**src/rtl/pipe_stage_ctrl.sv**
```systemverilog
// Pipeline sequencer: PC write enable, per-register load enables and valid tracking for NREG
// pipeline registers. Optional perf counters are built when PIPE_PERF_CNT_EN is defined.
module pipe_stage_ctrl #(
  parameter int unsigned NREG     = 2,
  parameter int unsigned MAX_WAIT = 15,
  parameter int unsigned WAIT_W   = 8
) (
  input  logic              clk,
  input  logic              reset,
  input  logic              ena,
  input  logic              imem_ready,
  input  logic              dmem_req,
  input  logic              dmem_ready,
  input  logic              load_use,
  input  logic              flush,
  output logic              pc_we,
  output logic [NREG-1:0]   stage_ena,
  output logic [NREG-1:0]   stage_valid,
  output logic              stall,
  output logic [WAIT_W-1:0] wait_cnt,
  output logic              mem_timeout,
  output logic [31:0]       perf_stall_cycles,
  output logic [31:0]       perf_retired
);

  logic [NREG-1:0]   valid_q, valid_d;
  logic [WAIT_W-1:0] wait_q, wait_d;
  logic              timeout_q, timeout_d;
  logic              mem_wait;
  logic              wait_expired;

  // A data access only blocks when the final register actually holds an instruction.
  assign mem_wait     = dmem_req & ~dmem_ready & valid_q[NREG-1];
  assign wait_expired = (wait_q == WAIT_W'(MAX_WAIT));

  always_comb begin
    pc_we     = 1'b0;
    stage_ena = '0;
    stall     = 1'b0;
    valid_d   = valid_q;
    wait_d    = wait_q;
    timeout_d = timeout_q;
    if (reset && ena) begin
      if (mem_wait && !wait_expired) begin
        stall  = 1'b1;
        wait_d = wait_q + WAIT_W'(1);
      end else begin
        wait_d    = '0;
        stage_ena = '1;
        for (int unsigned k = 1; k < NREG; k++) begin
          valid_d[k] = valid_q[k-1];
        end
        if (mem_wait) begin
          // Forced release after an over-long wait: plain advance, flag sticks.
          timeout_d  = 1'b1;
          pc_we      = 1'b1;
          valid_d[0] = 1'b1;
        end else if (flush) begin
          pc_we      = 1'b1;
          valid_d[0] = 1'b0;
        end else if (load_use) begin
          stage_ena[0] = 1'b0;
          valid_d[0]   = valid_q[0];
          valid_d[1]   = 1'b0;
          stall        = 1'b1;
        end else if (!imem_ready) begin
          valid_d[0] = 1'b0;
          stall      = 1'b1;
        end else begin
          pc_we      = 1'b1;
          valid_d[0] = 1'b1;
        end
      end
    end
  end

  always_ff @(posedge clk) begin
    if (!reset) begin
      valid_q   <= '0;
      wait_q    <= '0;
      timeout_q <= 1'b0;
    end else begin
      valid_q   <= valid_d;
      wait_q    <= wait_d;
      timeout_q <= timeout_d;
    end
  end

  assign stage_valid = valid_q;
  assign wait_cnt    = wait_q;
  assign mem_timeout = timeout_q;

`ifdef PIPE_PERF_CNT_EN
  logic [31:0] stall_cnt_q;
  logic [31:0] retired_q;

  always_ff @(posedge clk) begin
    if (!reset) begin
      stall_cnt_q <= '0;
      retired_q   <= '0;
    end else begin
      if (stall) begin
        stall_cnt_q <= stall_cnt_q + 32'd1;
      end
      if (stage_ena[NREG-1] && valid_q[NREG-1]) begin
        retired_q <= retired_q + 32'd1;
      end
    end
  end

  assign perf_stall_cycles = stall_cnt_q;
  assign perf_retired      = retired_q;
`else
  assign perf_stall_cycles = 32'd0;
  assign perf_retired      = 32'd0;
`endif

endmodule

```
**config.mk**
```make
export PLATFORM = sky130hd
export DESIGN_NAME = pipe_stage_ctrl
export DESIGN_NICKNAME = d
export VERILOG_FILES = /design/src/rtl/pipe_stage_ctrl.sv
export SDC_FILE = /design/constraint.sdc
export NUM_CORES = 1
export LEC_CHECK = 0
export CAP_MARGIN = 25
export CORE_ASPECT_RATIO = 1.25
export CORE_MARGIN = 4
export CORE_UTILIZATION = 35
export DETAILED_ROUTE_END_ITERATION = 8
export GPL_ROUTABILITY_DRIVEN = 0
export GPL_TIMING_DRIVEN = 0
export PLACE_DENSITY = 0.89
export SYNTH_ARGS = -nofsm -noshare
export SYNTH_HDL_FRONTEND = slang
export SYNTH_SLANG_ARGS = --single-unit
```
**constraint.sdc**
```tcl
create_clock -name clk -period 3.7 [get_ports clk]
set_clock_uncertainty 0.1 [all_clocks]
set_input_delay 0.74 -clock clk [delete_from_list [all_inputs] [get_ports clk]]
set_output_delay 0.74 -clock clk [all_outputs]
set_load 0.05 [all_outputs]
```
* Word-level counts from Yosys, hierarchy flattened
Cells that the tools add are included.
** Word-level totals
- Register bits after elaboration :: 11
- Bits of input ports :: 8
- Logic and storage cells :: 41
** Cells by class
- Add/sub/neg operators :: 1
- Equal/unequal tests :: 2
- Multiplexer cells :: 24
- Bitwise gates (word level) :: 4
- Reductions and logical operators :: 6
** Operator list (number)
- 1-bit 2-to-1 mux :: 21
- 8-bit by 1-bit adder with 8-bit output, second input constant :: 1
- 8-bit by 4-bit == test with 1-bit output, second input constant :: 1
- 8-bit 2-to-1 mux :: 1
- 3-bit AND reduction :: 2
- 2-bit 2-to-1 mux :: 2
- 3-bit by 1-bit inequality test with 1-bit output, second input constant :: 1
- 1-bit AND :: 2
- 1-bit logical AND :: 2
- 1-bit inverter :: 2
- 2-bit AND reduction :: 1
- 1-bit zero test :: 1

* Logic depth before layout (Yosys ltp)
- Depth after elaboration :: 6
- Mapped depth :: 5

* Least setup slack after synthesis
Ideal clock, no wire load.
- Path kind :: reg-to-output
- Start :: register wait_q[1], in the netlist wait_cnt[1]
- End :: output pc_we
- Data arrival time :: 2.128 ns
- Path slack :: 0.732 ns
- Cell stages (with the launch flop) :: 6
- Path buffers :: 0
- Path through :: dfxtp_1 > ha_1 > and3_1 > a21boi_2 > or2_1 > nor2_1
** On the way
- Word-level cells in the longest chain between the ends :: 5
** Ends and longest elaborated chain
- from (decl) :: RTL line 27 : logic [WAIT_W-1:0] wait_q, wait_d;
- from (signal assigned) :: RTL line 84 : wait_q <= wait_d;
- 8-bit by 4-bit == test with 1-bit output :: RTL line 34 : assign wait_expired = (wait_q == WAIT_W'(MAX_WAIT));
- 1-bit zero test :: RTL line 44 : if (mem_wait && !wait_expired) begin
- 1-bit logical AND :: RTL line 44
- 1-bit 2-to-1 mux :: RTL line 44
- 1-bit 2-to-1 mux :: RTL line 43 : if (reset && ena) begin
- to (decl) :: RTL line 16 : output logic pc_we,
No other way between the ends.

* Worst setup path in the final report
- Start :: input dmem_ready
- End :: output stage_ena[1]
** On the way
- Word-level cells in the longest chain between the ends :: 6
** Ends and longest elaborated chain
- from (decl) :: RTL line 13 : input logic dmem_ready,
- 1-bit inverter :: RTL line 33 : assign mem_wait = dmem_req & ~dmem_ready & valid_q[NREG-1];
- 1-bit AND (2 in series) :: RTL line 33
- 1-bit logical AND :: RTL line 44
- 2-bit 2-to-1 mux :: RTL line 44
- 2-bit 2-to-1 mux :: RTL line 43
- to (decl) :: RTL line 17 : output logic [NREG-1:0] stage_ena,
No other way between the ends.

==> run summary <==
Initial DRC Count = 11
final WL = 2.02 mm
global-route wire length before repair = 3.04 mm
CP arrival = 2770 ps
final slew viol count = 0
pwr dens = 283 nW/um^2
clock-pin transition on the worst setup and hold timing paths = 70 ps
status = complete, no violations
Post-CTS Hold Fix Bufs = 0
Yosys cell types = 26
post_cts resized = 0
Nets = 227
largest net degree at the start of global routing = 9
share of cells above drive strength 1 = 0.336
syn_area_per_cell = 8.03 sq um
Synth Instances = 129
I/O Buffers = 21
drt wl/cell = 8.05 um
CP Launch Type = primary input
DIE AREA = 3900 sq um
grt ovf = 0
CTS max path bufs = 2
H-tree depth = 1
number of cell rows = 21
vias in the first global route = 725
first drt pass iteration count = 2
clock root buffer = clkbuf_4
unrepaired setup endpoints after global routing = false
All-Layer GR Usage = 0.0987
crit path kind = in2out
f_max = 277 MHz
Least-Margin Pin Slew = 514 ps
WL met2 = 1.00 mm
Clk Latency, worst-skew pair = 270 ps
initial antenna violation count = 0
max_cap viols = 0
Synth Cell Area = 1040 sq um
yosys warns = 0
Worst IR Drop VDD = 0.000152 V
Area Growth Syn to Fin = 50.0%
CP Max Fanout = 5
remaining antenna violation count = 0
CTS Sinks = 11
CP Data Required Time = 2860 ps
drt via density = 3.38
CTS tree = yes
clock buffer count from CTS = 3
Power Total = 439 uW
crit share post-route = 0.976
leakage power = 0.870 nW
final-report hold violation count = 0
Seq/Total Area, Yosys = 0.213
setup violators final = 0
Setup TNS Final = 0 ps
Max Used Layer = met4
Ports = 87
vias after detailed routing = 848
chip height = 68.8 um
# diodes = 0
crit end category = output pin
drt drc = 0
number of synthesized register bits = 11
slew margin rel. = 0.657
detailed placer's ending HPWL = 1.83 mm
Tightest Hold Check Type = reg2reg
Tmin final = 3610 ps
Met1 Wirelength = 641 um
Post-CTS Setup Bufs = 0
Die Wd = 56.7 um
most frequent cells in the layout = buf_4 (64), conb_1 (64), clkdlybuf4s50_1 (20), nor2_1 (14), dfxtp_1 (11)
reg2reg setup slack = 2060 ps
Initial Utilization = 0.376
routed wl met3 = 350 um
Core ar. = 2760 sq um
[synthesized netlist by cell type, drive strengths merged]
| master | n | share of area |
|---|---|---|
| buf | 64 | 0.46 |
| nor2 | 14 | 0.051 |
| dfxtp | 11 | 0.21 |
| nand2 | 6 | 0.022 |
| xnor2 | 5 | 0.042 |
| nand3 | 4 | 0.019 |
| inv | 3 | 0.011 |
| nor3 | 3 | 0.014 |
| a21boi | 2 | 0.018 |
| a32o | 2 | 0.021 |
| xor2 | 2 | 0.017 |
| a211oi | 1 | 0.012 |
| a21oi | 1 | 0.0048 |
| and3 | 1 | 0.0060 |
| and3b | 1 | 0.0085 |
| clkbuf | 1 | 0.0048 |
| conb | 1 | 0.0036 |
| ha | 1 | 0.012 |
| mux2i | 1 | 0.0097 |
| nand4 | 1 | 0.0060 |
| nor2b | 1 | 0.0060 |
| nor4 | 1 | 0.021 |
| o21ai | 1 | 0.0085 |
| or2 | 1 | 0.0060 |
[worst max-delay path, stage by stage]
cell and delay, ps:
clkdlybuf4s50_1 450, and3b_1 220, a21boi_2 210, or2_1 290
inv_1 70, clkdlybuf4s50_1 790
[power breakdown]
group | internal [mW] | total [mW] | switching (mW)
registers | 0.119 | 0.121 | 0.00108
clock network | 0.0417 | 0.0838 | 0.0421
logic | 0.0617 | 0.235 | 0.173
[cell families after synthesis]
group	count (synthesis)	synth area share
muxes	1	0.00966
AOI/OAI and AO/OA	7	0.0640
other	1	0.00362
buffers and inverters	68	0.479
adders and majority gates	1	0.0121
xor gates and xnor gates	7	0.0592
DFF	11	0.213
and+or+nand+nor	33	0.159
[stage by stage]
step | worst slack (ps) | hold WS [ps] | cells | area [sq um] | utilization
after floorplan | 732 | 581 | 192 | 1270 | -
after global placement | 28.9 | 353 | 247 | 1530 | 0.553
after detailed placement | 22.9 | 371 | 247 | 1530 | 0.553
after CTS | 15.8 | 382 | 251 | 1550 | 0.562
after global routing | 5.63 | 406 | 251 | 1550 | 0.563
final | 89.2 | 382 | 251 | 1550 | 0.563
[flip-flops by register name (all words and copies together), names as in the netlist]
signal and cells:
stage_valid 2, mem_timeout 1, wait_cnt 8
[path summary, 6_finish.rpt]
| path | startpoint | to | depth (start not counted) |
|---|---|---|---|
| max | dmem_ready | stage_ena[1] | 6 |
| min reg2reg | stage_valid[0]$_SDFFE_PN0P_ | stage_valid[0]$_SDFFE_PN0P_ | 2 |
| min | stage_valid[0]$_SDFFE_PN0P_ | stage_valid[0]$_SDFFE_PN0P_ | 2 |
| max reg2reg | wait_cnt[0]$_SDFFE_PN0P_ | stage_valid[1]$_SDFFE_PN0P_ | 5 |
[area by class of cell]
cell class | instances | area [sq um]
buffer | 65 | 485
tap | 34 | 42.5
inverter | 3 | 11.3
multi-input combinational | 113 | 556
timing repair buffer | 21 | 213
clock buffer | 4 | 26.3
sequential | 11 | 220
fill | 255 | 1200
[metal layers]
metal | up-vias | GRT usage
met1 | 326 | 0.0914
met5 | - | 0
met3 | 4 | 0.0503
li1 | 463 | -
met4 | 0 | 0.0534
met2 | 55 | 0.178
No activity file was read; power rests on OpenSTA's default activity.
